## src/rtl/arith_sched_pkg.sv

```systemverilog
// Shared types for the round-robin arithmetic scheduler.
// Opcodes, FSM states and the per-op iteration count.
package arith_sched_pkg;

    typedef enum logic [2:0] {
        OP_ADD = 3'd0,
        OP_SUB = 3'd1,
        OP_MUL = 3'd2,
        OP_DIV = 3'd3,
        OP_GT  = 3'd4,
        OP_GE  = 3'd5,
        OP_LT  = 3'd6,
        OP_LE  = 3'd7
    } op_e;

    typedef enum logic [1:0] {
        IDLE = 2'd0,
        EXEC = 2'd1,
        RESP = 2'd2
    } state_e;

    // Iterative ops take one cycle per operand bit.
    function automatic int unsigned cycles_for(
        input op_e         op,
        input int unsigned width
    );
        case (op)
            OP_MUL, OP_DIV: return width;
            default:        return 1;
        endcase
    endfunction

endpackage

```

## src/rtl/arith_iter_core.sv

```systemverilog
// Iterative datapath: single-cycle add/sub/compare,
// LSB-first shift-add multiply, MSB-first restoring divide.
module arith_iter_core
    import arith_sched_pkg::*;
#(
    parameter int WIDTH = 32
) (
    input  logic               clk,
    input  logic               rst_n,
    input  logic               start,
    input  op_e                op,
    input  logic [WIDTH-1:0]   a,
    input  logic [WIDTH-1:0]   b,
    output logic               done,
    output logic [2*WIDTH-1:0] y,
    output logic               dbz
);

    localparam int CW = $clog2(WIDTH) + 1;

    op_e                op_q, op_d;
    logic [WIDTH-1:0]   a_q, a_d;
    logic [WIDTH-1:0]   b_q, b_d;
    logic [2*WIDTH-1:0] mcand_q, mcand_d;
    logic [WIDTH-1:0]   mplier_q, mplier_d;
    logic [2*WIDTH-1:0] acc_q, acc_d;
    logic [WIDTH-1:0]   rem_q, rem_d;
    logic [WIDTH-1:0]   quo_q, quo_d;
    logic [CW-1:0]      cnt_q, cnt_d;
    logic               run_q, run_d;

    logic               last;
    logic [2*WIDTH-1:0] prod_n;
    logic [WIDTH:0]     shifted;
    logic [WIDTH:0]     trial;
    logic               qbit;
    logic [WIDTH-1:0]   rem_n;
    logic [WIDTH-1:0]   quo_n;

    always_comb begin
        last    = (cnt_q == CW'(cycles_for(op_q, WIDTH) - 1));
        prod_n  = acc_q + (mplier_q[0] ? mcand_q : '0);
        shifted = {rem_q, quo_q[WIDTH-1]};
        trial   = shifted - {1'b0, b_q};
        // No borrow means the divisor fits: keep the difference.
        qbit    = ~trial[WIDTH];
        rem_n   = qbit ? trial[WIDTH-1:0] : shifted[WIDTH-1:0];
        quo_n   = {quo_q[WIDTH-2:0], qbit};
        done    = run_q && last;
    end

    always_comb begin
        op_d     = op_q;
        a_d      = a_q;
        b_d      = b_q;
        mcand_d  = mcand_q;
        mplier_d = mplier_q;
        acc_d    = acc_q;
        rem_d    = rem_q;
        quo_d    = quo_q;
        cnt_d    = cnt_q;
        run_d    = run_q;
        if (start) begin
            op_d     = op;
            a_d      = a;
            b_d      = b;
            mcand_d  = {{WIDTH{1'b0}}, a};
            mplier_d = b;
            acc_d    = '0;
            rem_d    = '0;
            quo_d    = a;
            cnt_d    = '0;
            run_d    = 1'b1;
        end else if (run_q) begin
            mcand_d  = mcand_q << 1;
            mplier_d = mplier_q >> 1;
            acc_d    = prod_n;
            rem_d    = rem_n;
            quo_d    = quo_n;
            cnt_d    = cnt_q + CW'(1);
            run_d    = !last;
        end
    end

    always_comb begin
        y = '0;
        unique case (op_q)
            OP_ADD: y = {{WIDTH{1'b0}}, a_q + b_q};
            OP_SUB: y = {{WIDTH{1'b0}}, a_q - b_q};
            OP_MUL: y = prod_n;
            OP_DIV: y = {rem_n, quo_n};
            OP_GT:  y = {{(2*WIDTH-1){1'b0}}, a_q >  b_q};
            OP_GE:  y = {{(2*WIDTH-1){1'b0}}, a_q >= b_q};
            OP_LT:  y = {{(2*WIDTH-1){1'b0}}, a_q <  b_q};
            OP_LE:  y = {{(2*WIDTH-1){1'b0}}, a_q <= b_q};
        endcase
        dbz = (op_q == OP_DIV) && (b_q == '0);
    end

    always_ff @(posedge clk or negedge rst_n) begin
        if (!rst_n) begin
            op_q     <= OP_ADD;
            a_q      <= '0;
            b_q      <= '0;
            mcand_q  <= '0;
            mplier_q <= '0;
            acc_q    <= '0;
            rem_q    <= '0;
            quo_q    <= '0;
            cnt_q    <= '0;
            run_q    <= 1'b0;
        end else begin
            op_q     <= op_d;
            a_q      <= a_d;
            b_q      <= b_d;
            mcand_q  <= mcand_d;
            mplier_q <= mplier_d;
            acc_q    <= acc_d;
            rem_q    <= rem_d;
            quo_q    <= quo_d;
            cnt_q    <= cnt_d;
            run_q    <= run_d;
        end
    end

endmodule

```

## src/rtl/arith_rr_sched.sv

```systemverilog
// Round-robin front end sharing one iterative arithmetic core
// between NUM_REQ requesters; holds arbiter, FSM and response regs.
module arith_rr_sched
    import arith_sched_pkg::*;
#(
    parameter int NUM_REQ = 4,
    parameter int WIDTH   = 32
) (
    input  logic                       clk,
    input  logic                       rst_n,
    input  logic [NUM_REQ-1:0]         req_valid,
    output logic [NUM_REQ-1:0]         req_ready,
    input  logic [3*NUM_REQ-1:0]       req_op,
    input  logic [WIDTH*NUM_REQ-1:0]   req_a,
    input  logic [WIDTH*NUM_REQ-1:0]   req_b,
    output logic                       rsp_valid,
    input  logic                       rsp_ready,
    output logic [$clog2(NUM_REQ)-1:0] rsp_id,
    output logic [2*WIDTH-1:0]         rsp_y,
    output logic                       rsp_dbz,
    output logic                       busy
);

    localparam int IW = $clog2(NUM_REQ);

    state_e             state_q, state_d;
    logic [IW-1:0]      ptr_q, ptr_d;
    logic [IW-1:0]      id_q, id_d;
    logic [2*WIDTH-1:0] y_q, y_d;
    logic               dbz_q, dbz_d;

    logic [2*NUM_REQ-1:0] dbl;
    logic [NUM_REQ-1:0]   rot;
    logic [IW-1:0]        off;
    logic [IW:0]          sum;
    logic [IW:0]          nxt;
    logic                 grant_any;
    logic [IW-1:0]        grant_idx;
    logic [IW-1:0]        ptr_nxt;

    logic               core_start;
    op_e                core_op;
    logic [WIDTH-1:0]   core_a;
    logic [WIDTH-1:0]   core_b;
    logic               core_done;
    logic [2*WIDTH-1:0] core_y;
    logic               core_dbz;

    // Rotate so the pointer sits at bit 0, then take the lowest set bit.
    always_comb begin
        dbl = {req_valid, req_valid} >> ptr_q;
        rot = dbl[NUM_REQ-1:0];
        off = '0;
        for (int k = NUM_REQ - 1; k >= 0; k--) begin
            if (rot[k]) off = IW'(k);
        end
        grant_any = |req_valid;
        sum = {1'b0, ptr_q} + {1'b0, off};
        if (sum >= (IW+1)'(NUM_REQ)) sum = sum - (IW+1)'(NUM_REQ);
        grant_idx = sum[IW-1:0];
        nxt = {1'b0, grant_idx} + (IW+1)'(1);
        if (nxt == (IW+1)'(NUM_REQ)) nxt = '0;
        ptr_nxt = nxt[IW-1:0];
    end

    always_comb begin
        core_op = op_e'(req_op[3*grant_idx +: 3]);
        core_a  = req_a[WIDTH*grant_idx +: WIDTH];
        core_b  = req_b[WIDTH*grant_idx +: WIDTH];
    end

    always_ff @(posedge clk or negedge rst_n) begin
        if (!rst_n) begin
            state_q <= IDLE;
            ptr_q   <= '0;
            id_q    <= '0;
            y_q     <= '0;
            dbz_q   <= 1'b0;
        end else begin
            state_q <= state_d;
            ptr_q   <= ptr_d;
            id_q    <= id_d;
            y_q     <= y_d;
            dbz_q   <= dbz_d;
        end
    end

    always_comb begin
        state_d = state_q;
        ptr_d   = ptr_q;
        id_d    = id_q;
        y_d     = y_q;
        dbz_d   = dbz_q;
        unique case (state_q)
            IDLE: begin
                if (grant_any) begin
                    state_d = EXEC;
                    ptr_d   = ptr_nxt;
                    id_d    = grant_idx;
                end
            end
            EXEC: begin
                if (core_done) begin
                    state_d = RESP;
                    y_d     = core_y;
                    dbz_d   = core_dbz;
                end
            end
            RESP: begin
                if (rsp_ready) state_d = IDLE;
            end
            default: state_d = IDLE;
        endcase
    end

    // Gated by rst_n so no accept is offered while reset is held.
    always_comb begin
        core_start = rst_n && (state_q == IDLE) && grant_any;
        req_ready  = core_start ? (NUM_REQ'(1) << grant_idx) : '0;
        rsp_valid  = (state_q == RESP);
        busy       = (state_q != IDLE);
        rsp_id     = id_q;
        rsp_y      = y_q;
        rsp_dbz    = dbz_q;
    end

    arith_iter_core #(
        .WIDTH (WIDTH)
    ) u_core (
        .clk   (clk),
        .rst_n (rst_n),
        .start (core_start),
        .op    (core_op),
        .a     (core_a),
        .b     (core_b),
        .done  (core_done),
        .y     (core_y),
        .dbz   (core_dbz)
    );

endmodule

```

## config.mk

```make
export PLATFORM = sky130hd
export DESIGN_NAME = arith_rr_sched
export DESIGN_NICKNAME = d
export VERILOG_FILES = /design/src/rtl/arith_sched_pkg.sv /design/src/rtl/arith_iter_core.sv /design/src/rtl/arith_rr_sched.sv
export SDC_FILE = /design/constraint.sdc
export NUM_CORES = 1
export LEC_CHECK = 0
export ABC_CLOCK_PERIOD_IN_PS = 6300
export CAP_MARGIN = 20
export CORE_MARGIN = 2
export CORE_UTILIZATION = 38
export CTS_BUF_LIST = sky130_fd_sc_hd__clkbuf_2 sky130_fd_sc_hd__clkbuf_4 sky130_fd_sc_hd__clkbuf_8
export DETAILED_ROUTE_END_ITERATION = 6
export PLACE_DENSITY = 0.66
export SYNTH_ARGS = -nofsm -noshare
export SYNTH_HDL_FRONTEND = slang
export SYNTH_SLANG_ARGS = --single-unit
```

## constraint.sdc

```tcl
create_clock -name clk -period 6.3 [get_ports clk]
set_input_delay 1.575 -clock clk [delete_from_list [all_inputs] [get_ports clk]]
set_output_delay 1.575 -clock clk [all_outputs]
set_load 0.01 [all_outputs]
```

# ---- Yosys cells after proc, flatten, opt, wreduce, memory -nomap -nowiden
# Cells that the tools add are included.
dict set report op_classes {
  n_addsub 9
  n_eq_ne 14
  n_lt_le_gt_ge 5
  reduce_logical 15
  shifts 5
  muxes 29
  multipliers 1
  bitwise 1
}
# operator n
set op_table {}
lappend op_table {{$pmux 64 s8} 1}
lappend op_table {{$mux 64} 5}
lappend op_table {{$shiftx 128x8->32} 2}
lappend op_table {{$mux 32} 7}
lappend op_table {{$add 64x64->64} 1}
lappend op_table {{$sub 33x32->33} 1}
lappend op_table {{$add 32x32->32} 1}
lappend op_table {{$ge 32x32->1} 1}
lappend op_table {{$gt 32x32->1} 1}
lappend op_table {{$le 32x32->1} 1}
lappend op_table {{$logic_not 32->1} 1}
lappend op_table {{$lt 32x32->1} 1}
lappend op_table {{$sub 32x32->32} 1}
lappend op_table {{$mux 2} 9}
lappend op_table {{$mux 6} 3}
lappend op_table {{$eq 3x3->1 const B} 5}
lappend op_table {{$shiftx 12x5->3} 1}
lappend op_table {{$shr 8x2->4} 1}
lappend op_table {{$add 6x1->6 const B} 1}
lappend op_table {{$eq 3x2->1 const B} 2}
lappend op_table {{$eq 6x6->1} 1}
lappend op_table {{$pmux 2 s3} 1}
lappend op_table {{$sub 6x1->6 const B} 1}
lappend op_table {{$logic_and 1x1->1} 4}
lappend op_table {{other kinds (22)} 26}
dict set report totals {
  word_cells 94
  out_inout_bits 73
  regBits 369
}

# ---- Longest topological paths before layout
# Gate-level depths: netlist (run 1).
dict set report depth {
  word_depth 11
  ltp_mapped 15
  depth_no_buf 14
}

# ---- Modules after synthesis
# Synthesis (run 1) repeated with hierarchy kept, for this count alone.
dict set report hier_totals {
  hier_cells 3127
  hier_area_um2 27975.6
}
# mod cells_per_inst instances area_each_um2
set by_module_without_submodules {}
lappend by_module_without_submodules {arith_iter_core 2708 1 22948.3}
lappend by_module_without_submodules {arith_rr_sched 419 1 5027.3}

# ---- Worst setup path after synthesis (run 1)
# Ideal clock, no wire load.
dict set report synth_path {
  path_kind {input-to-output}
  from {in req_valid[3]}
  to {out req_ready[0]}
  setup_slack_ps 597
  required_time_ps 4725
  arrival_ps 4128
  stages 11
  cell_sequence {clkbuf_1 > o211ai_1 > o21ai_0 > o211ai_1 > ha_1 > clkbuf_1 > clkbuf_1 > clkbuf_1 > inv_1 > ha_1 > and3_1}
}
dict set report synth_via {
  elab_chain_len 10
  word_cells_on_any_way 13
  cone_classes {2 x add/sub; 1 x order compare; 2 x shift; 6 x mux; 2 x reduce/logical}
}
# item line_no
set synth_rtl {}
lappend synth_rtl {{start: declaration} arith_rr_sched.sv:11} ;# input logic [NUM_REQ-1:0] req_valid,
lappend synth_rtl {{$shr 8x2->4 (*)} arith_rr_sched.sv:51} ;# dbl = {req_valid, req_valid} >> ptr_q;
lappend synth_rtl {{$mux 2 (3 in series)} arith_rr_sched.sv:55} ;# if (rot[k]) off = IW'(k);
lappend synth_rtl {{$mux 2 (*)} arith_rr_sched.sv:55}
lappend synth_rtl {{$add 2x2->3 (*)} arith_rr_sched.sv:58} ;# sum = {1'b0, ptr_q} + {1'b0, off};
lappend synth_rtl {{$ge 3x3->1 or $sub 2x1->2 (tied branches)} arith_rr_sched.sv:59} ;# if (sum >= (IW+1)'(NUM_REQ)) sum = sum - (IW+1)'(NUM_REQ);
lappend synth_rtl {{$mux 2 (*)} arith_rr_sched.sv:59}
lappend synth_rtl {{net sum[0]} arith_rr_sched.sv:35} ;# logic [IW:0] sum;
lappend synth_rtl {{$shl 1x2->4 (*)} arith_rr_sched.sv:119} ;# req_ready = core_start ? (NUM_REQ'(1) << grant_idx) : '0;
lappend synth_rtl {{$mux 4 (*)} arith_rr_sched.sv:119}
lappend synth_rtl {{end: declaration} arith_rr_sched.sv:12} ;# output logic [NUM_REQ-1:0] req_ready,
# The timed path passes the listed nets; every way through them passes the cells marked *.

# ---- Final worst setup path (run 1)
dict set report layout_path {
  from {in req_valid[0]}
  to {out req_ready[2]}
}
# The elaborated chain is that of the path after synthesis.

==> results.md, run 1 <==
- Req. time, crit path: ~4700 ps
- CTS tree: yes
- Routed Antenna Nets: 0
- Worst hold-check path type: reg -> reg
- Pin count of the biggest net entering global routing: 157
- Clk_skew: ~41 ps
- Filler instances: just under 7k
- Clock Sinks: roughly 370
- # DRC: 0
- Layout cells sized above 1: 0.0827
- Initial antenna violation count: 4
- Final #Nets: 3781
- Post-synth top area cell: dfrtp_1
- Synth cell types: 100
- Row count: around 100
- Status: finished, final reports clean
- Setup TNS: 0 ps
- Hold Buf Count CTS: 0
- Post-synth EDFFs: 0
- Slew Viols, Final: 0
- Synth top area cells: dfrtp_1 (34%), mux2i_1 (8.1%), ha_1 (7.5%), mux4_2 (5.5%), a21oi_1 (4.7%)
- YS warnings: 0
- Clk root buf: clkbuf_8
- RSZ-0062 raised after global routing: false
- First-pass GRT wire length: roughly 150000 um
- Final setup fails: 0
- Crit-path max FO: 8
- Drt total wl: 96100 um
- Top FF cell, synth: dfrtp_1
- Mapped Cells: slightly above 3k
- Maxcap violations: 0
- Setup bufs post-CTS: 0
- Cells on worst reg2reg path: 14
- Routability cong.: slightly below 1
- Crit Reg-Reg Endpoint: rsp_y[34]
- Vias in the first global route: between 20k and 25k
- Final Hold Viols: 0
- Resized cells post-CTS: 0
- Least-Margin Pin Slew: a little over 1000 ps
- Core Util, Final: 0.464
- Worst Setup SP: req_valid[0]
- Full die area: approximately 0.074 mm^2
- Post-synthesis sequential area ratio: 0.337
- Clk_lat worst skew: between 600 and 700 ps
- Vias per cell: 5.73
- Port Buf Inserts: 347
- Area Growth Syn to Fin: 21.1%
- Initial Utilization: 0.383
- Cell family with most CP delay: buffers and inverters
- Pre-CTS setup slack: ~650 ps
- Pre-antenna DRT Iters: 5
- PwrDens: 685 mW/mm^2
- Worst-path clk slew: about 60 ps
- Critical path, cell by cell: clkdlybuf4s50_1 > nand2b_1 > o22ai_1 > o21ai_0 > o211ai_1 > ha_4 > xor2_4 > inv_1 > ha_1 > and3_1 > clkdlybuf4s50_1
- Via Count: ~25k
- DR WL/cell: around 22 um
- Final Power: 0.0227 W
- Synthesized area per cell: between 8 and 9 um^2
- Crit path top cell by count: clkdlybuf4s50_1
- Mapped Nets: about 3.5k
- Most instantiated cells after synthesis: dfrtp_1 (369), nand2_1 (341), nor2_1 (331)
- GRT Residual Overflow: 0
- DP HPWL: about 74000 um
- R2R Setup Slk: approximately 1700 ps
- H-tree levels: 3
- Die height: ~270 um
- Asr flop ratio synth: 1.00
- IO Pins: around 350
- Die width: 273 um
- Reg-to-Reg Start: u_core.mplier_q[0]
- Max-slew headroom: 0.325
- Register bit total from synthesis: between 300 and 400
- CP max-delay cell: clkdlybuf4s50_1
- Crit path DAT: 4090 ps
- Drt initial violations: about 2.4k
- TritonCTS Buffers: 66
- Final instance area: 0.0332 mm^2
- Placed Area: 0.0316 mm^2
- Final min period: approximately 5700 ps
- CP max stage delay: approximately 620 ps
- Crit path depth: 11
- Count leader, synth: dfrtp_1
- Core area: 0.0715 mm^2
- Pleak: 14.7 nW
- WS Path Type: in -> out
- Setup slack after layout: approximately 640 ps
- Max Freq: 177 MHz
- CP endpoint kind: primary output
- Worst Path Buf+Inv: 3
- VDD IR max: 0.415 mV
- Clock buffer depth: 3
- Total GRT Usage: 0.253
- Mapped Area: 0.0274 mm^2
- Final period util: 0.899
- Worst setup path end: req_ready[2]
- CP Launch Type: input pin
- Top cell type's share of synthesized area: 0.337
==> state kept, by name (all words and copies together) (netlist names), 6 cells and up <==
register         count
u_core.acc_q        64
u_core.mplier_q     32
u_core.a_q          32
u_core.b_q          32
u_core.cnt_q         6
rsp_y               64
u_core.mcand_q      64
u_core.quo_q        32
u_core.rem_q        32
==> cell type report <==
type / count / area (um^2) / share of cell area
Sequential cell: 369 / 9240 / 0.279
Clock inverter: 10 / 180 / 0.00543
Tap cell: 950 / 1190 / 0.0358
Inverter: 80 / 300 / 0.00905
Clock buffer: 104 / 1320 / 0.0398
Multi-Input combinational cell: 2436 / 17100 / 0.516
Timing Repair Buffer: 385 / 3830 / 0.116
Antenna cell: 1 / 2.50 / 0.0000754
==> how the worst min path moves through the flow <==
stage | cells after the start | start | slack (ps) | endpoint
floorplan | 2 | u_core.mplier_q[31] | 450 | u_core.mplier_q[31]
global placement | 2 | rsp_y[48] | 450 | rsp_y[48]
detailed placement | 2 | rsp_y[36] | 460 | rsp_y[36]
CTS | 2 | rsp_y[36] | 470 | rsp_y[36]
global route | 2 | rsp_y[38] | 510 | rsp_y[38]
finish | 2 | rsp_y[48] | 470 | rsp_y[48]
==> worst reg2reg max path, delay by kind of cell (launching register included) <==
kind | cells | cell delay [ps]
flops | 1 | 680
xor+xnor | 1 | 310
simple gates | 1 | 160
mux | 1 | 220
buf+inv | 1 | 350
compound gates | 8 | 2110
fa+ha+maj | 2 | 710
==> cell families (layout without fill, tap and decap cells) <==
kind of cell,after synthesis,in the layout,synth area share
and+or+nand+nor,985,985,0.164
other,0,1,0
adders and majority gates,168,168,0.0778
muxes,300,300,0.141
xor gates and xnor gates,125,125,0.0400
AOI/OAI and AO/OA,858,858,0.200
DFF,369,369,0.337
buffers and inverters,270,579,0.0406
==> power by group <==
group,switching (W),internal [W]
registers,0.00116,0.00350
clock network,0.00107,0.00153
logic,0.00928,0.00618
total,0.0115,0.0112
==> layout by cell type, fill, tap and decap left out, drive strengths merged, types with 11 or more instances in the layout <==
cell / instances
dfrtp: 369
clkdlybuf4s50: 346
nand2: 341
nor2: 332
a21oi: 258
mux2i: 221
o21ai: 218
ha: 164
clkbuf: 104
xnor2: 83
inv: 78
and2: 71
mux4: 67
a21o: 67
a211oi: 45
nor3: 44
xor2: 42
buf: 39
nand4: 32
o21a: 30
o21bai: 30
nand3: 29
a31oi: 26
nor4: 25
o211ai: 23
and3: 23
nand2b: 20
nor2b: 20
a221oi: 18
o31ai: 17
o22ai: 16
or3: 15
a22o: 12
mux2: 12
a21boi: 11
==> routing by layer <==
metal,vias up,global-route usage,wire length [um]
met5,-,0,11
met4,2,0.126,5020
met3,185,0.0423,7080
met2,899,0.373,41200
met1,12100,0.357,42800
li1,11700,-,-
==> stage by stage <==
step | cells | hold slack [ps]
after floorplan | 3075 | 446
after global placement | 4219 | 450
after detailed placement | 4219 | 460
after CTS | 4333 | 472
after global routing | 4335 | 505
final | 4335 | 469
Power figures use the tool's default switching activity.
==> run 2, diff against run 1 <==
Settings changed: CORE_MARGIN 2 to unset.
==> results.md, run 2 (synthesis results as in run 1) <==
- Status: finished, final reports clean
- Resized cells post-CTS: 0 (unchanged)
- Crit-path max FO: 8 (unchanged)
- Vias in the first global route: 24.2k (+1.3%)
- CP max-delay cell: clkdlybuf4s50_1
- Reg-to-Reg Start: u_core.mplier_q[0]
- WS Path Type: in -> out
- Worst hold-check path type: reg -> reg
- Logic pwr share: 0.688 (+0.008)
- Drt total wl: 94300 um (-1.9%)
- RSZ-0062 raised after global routing: false
- Die height: 271 um (-0.73%)
- Max-slew headroom: 0.234 (-0.0916)
- Final setup fails: 0 (unchanged)
- Pleak: 14.6 nW (-0.75%)
- Setup TNS: 0 ps (unchanged)
- Worst-path clk slew: 50 ps (about the same)
- Vias per cell: 5.72 (-0.15%)
- Routed Antenna Nets: 0 (unchanged)
- Total GRT Usage: 0.253 (+0.000273)
- Crit Reg-Reg Endpoint: rsp_y[52]
- Crit path depth: 11 (unchanged)
- CP Launch Type: input pin
- Critical path, cell by cell: clkdlybuf4s50_1 > nand2b_1 > o22ai_1 > o21ai_0 > o211ai_1 > ha_4 > xor2_4 > inv_1 > ha_1 > and3_1 > clkdlybuf4s50_1
- Final min period: 5660 ps (-1.56 ps)
- Cells on worst reg2reg path: 13 (-1)
- Most frequent cells in the layout: dfrtp_1 (367), clkdlybuf4s50_1 (346), nand2_1 (340)
- Slew Viols, Final: 0 (unchanged)
- Commonest non-fill, non-tap cell in the layout: dfrtp_1
- Pre-antenna DRT Iters: 5 (unchanged)
- Hold path start: rsp_y[48]
- Routability cong.: 0.985 (+0.83%)
- Core area: 0.0714 mm^2 (-0.17%)
- Final period util: 0.899 (about the same)
- Cell family with most CP delay: buffers and inverters
- Clk_lat worst skew: 690 ps (+30 ps)
- Req. time, crit path: 4720 ps (about the same)
- R2R Setup Slk: 1660 ps (about the same)
- Sequential share of power: 0.207 (+0.002)
- Pin count of the biggest net entering global routing: 149 (-5.1%)
- GRT Residual Overflow: 0 (unchanged)
- NetSw: 0.0114 W (-1.0%)
- DP HPWL: 72700 um (-2.4%)
- PwrDens: 679 mW/mm^2 (-0.95%)
- CP endpoint kind: primary output
- Final #Nets: 3779 (-0.053%)
- First-pass GRT wire length: 144000 um (-0.82%)
- Crit path DAT: 4090 ps (about the same)
- Worst setup path end: req_ready[3]
- Setup slack after layout: 639 ps (+1.56 ps)
- Maxcap violations: 0 (unchanged)
- Clock Sinks: 369 (unchanged)
- Port Buf Inserts: 347 (unchanged)
- Internal: 0.0110 W (-2.2%)
- Least-Margin Pin Slew: 1120 ps (+110 ps)
- Worst Setup SP: req_valid[0]
- Full die area: 0.0732 mm^2 (-1.5%)
- H-tree levels: 3 (unchanged)
- # DRC: 0 (unchanged)
- DR WL/cell: 21.8 um (-1.8%)
- Die width: 271 um (-0.73%)
- Via Count: 24.8k (-0.24%)
- Row count: 98 (unchanged)
- Drt initial violations: 2158 (-8.2%)
- Final Hold Viols: 0 (unchanged)
- CTS tree: yes
- Setup bufs post-CTS: 0 (unchanged)
- Max Freq: 177 MHz (about the same)
- Hold Buf Count CTS: 0 (unchanged)
- Clock Power Share: 0.105 (-0.009)
- Clk_skew: 49.0 ps (+8.21 ps)
- Initial Utilization: 0.384 (+0.000659)
- Crit path top cell by count: clkdlybuf4s50_1
- Initial antenna violation count: 1 (-3)
- Worst Path Buf+Inv: 3 (unchanged)
- Clk root buf: clkbuf_8
- Pre-CTS setup slack: 660 ps (+8.85 ps)
- IO Pins: 348 (unchanged)
- Area Growth Syn to Fin: 20.2%
- CP max stage delay: 600 ps (-20 ps)
- Layout cells sized above 1: 0.0817 (-0.00109)
- Sw Ratio: 0.510 (+0.00316)
- VDD IR max: 0.406 mV (-2.2%)
- TritonCTS Buffers: 67 (+1.5%)
- Clock buffer depth: 3 (unchanged)
## run 2: cell count changes in the layout (fill, tap and decap cells not counted), sizes merged
cell / previous run / this run
bufinv: 5 / 1
clkinv: 5 / 9
buf: 39 / 36
clkbuf: 104 / 99
inv: 78 / 80
clkinvlp: 2 / 4
## run 2: worst min path at each step
| stage | to | slack [ps] | cells past startpoint |
|---|---|---|---|
| 6_report | rsp_y[48] | 470 | 2 |
| 5_1_grt | rsp_y[44] | 510 | 2 |
| 4_1_cts | rsp_y[48] | 470 | 2 |
| 3_5_place_dp | rsp_y[48] | 460 | 2 |
| 3_3_place_gp | rsp_y[38] | 450 | 2 |
| 2_1_floorplan | u_core.mplier_q[31] | 450 | 2 |
## run 2: cell type report
class	instances	area [um^2]
fillers	6978	38400
flip-flops and latches	369	9240
repair buffers	382	3780
clock inverters	14	113
well taps	950	1190
diodes	1	2.50
multi-input cells	2436	17100
clock buffers	99	1220
inverters	80	300
## run 2: power by group through the flow
stage | combinational [W] | clock (W) | sequential, W
global route | 0.0167 | 0.00250 | 0.00474
floorplan | 0.0110 | 0 | 0.00417
CTS | 0.0152 | 0.00239 | 0.00460
global placement | 0.0151 | 0 | 0.00461
detailed placement | 0.0151 | 0 | 0.00463
finish | 0.0154 | 0.00234 | 0.00464
## run 2: worst register-to-register path: cells and delay by family, from the launching register on
kind | cells | cell delay (ps)
compound gates | 7 | 1770
simple gates | 3 | 760
fa+ha+maj | 1 | 310
xor+xnor | 1 | 440
buf+inv | 1 | 350
flops | 1 | 820
## run 2: stage by stage
stage	hold slack, ps	instances	utilization	cell area (um^2)	total power [W]
2_1_floorplan	446	3075	-	27400	0.0151
3_3_place_gp	453	4217	0.443	31600	0.0197
3_5_place_dp	459	4217	0.443	31600	0.0198
4_1_cts	471	4330	0.462	32900	0.0222
5_1_grt	507	4331	0.462	32900	0.0239
6_report	467	4331	0.462	32900	0.0224
## run 2: per-layer routing
layer  vias to the layer above  global-route usage  wire length [um]
met3                       144              0.0395              6590
met5                         -                   0                 0
met2                       874               0.379             40700
met4                         0               0.122              4530
met1                     12100               0.355             42400
li1                      11700                   -                 -
==> run 3, diff against run 2 <==
Settings changed: SKIP_CTS_REPAIR_TIMING set to 1.
==> results of run 3 <==
No change in the layout: final DEF, timing and power equal those of run 2.
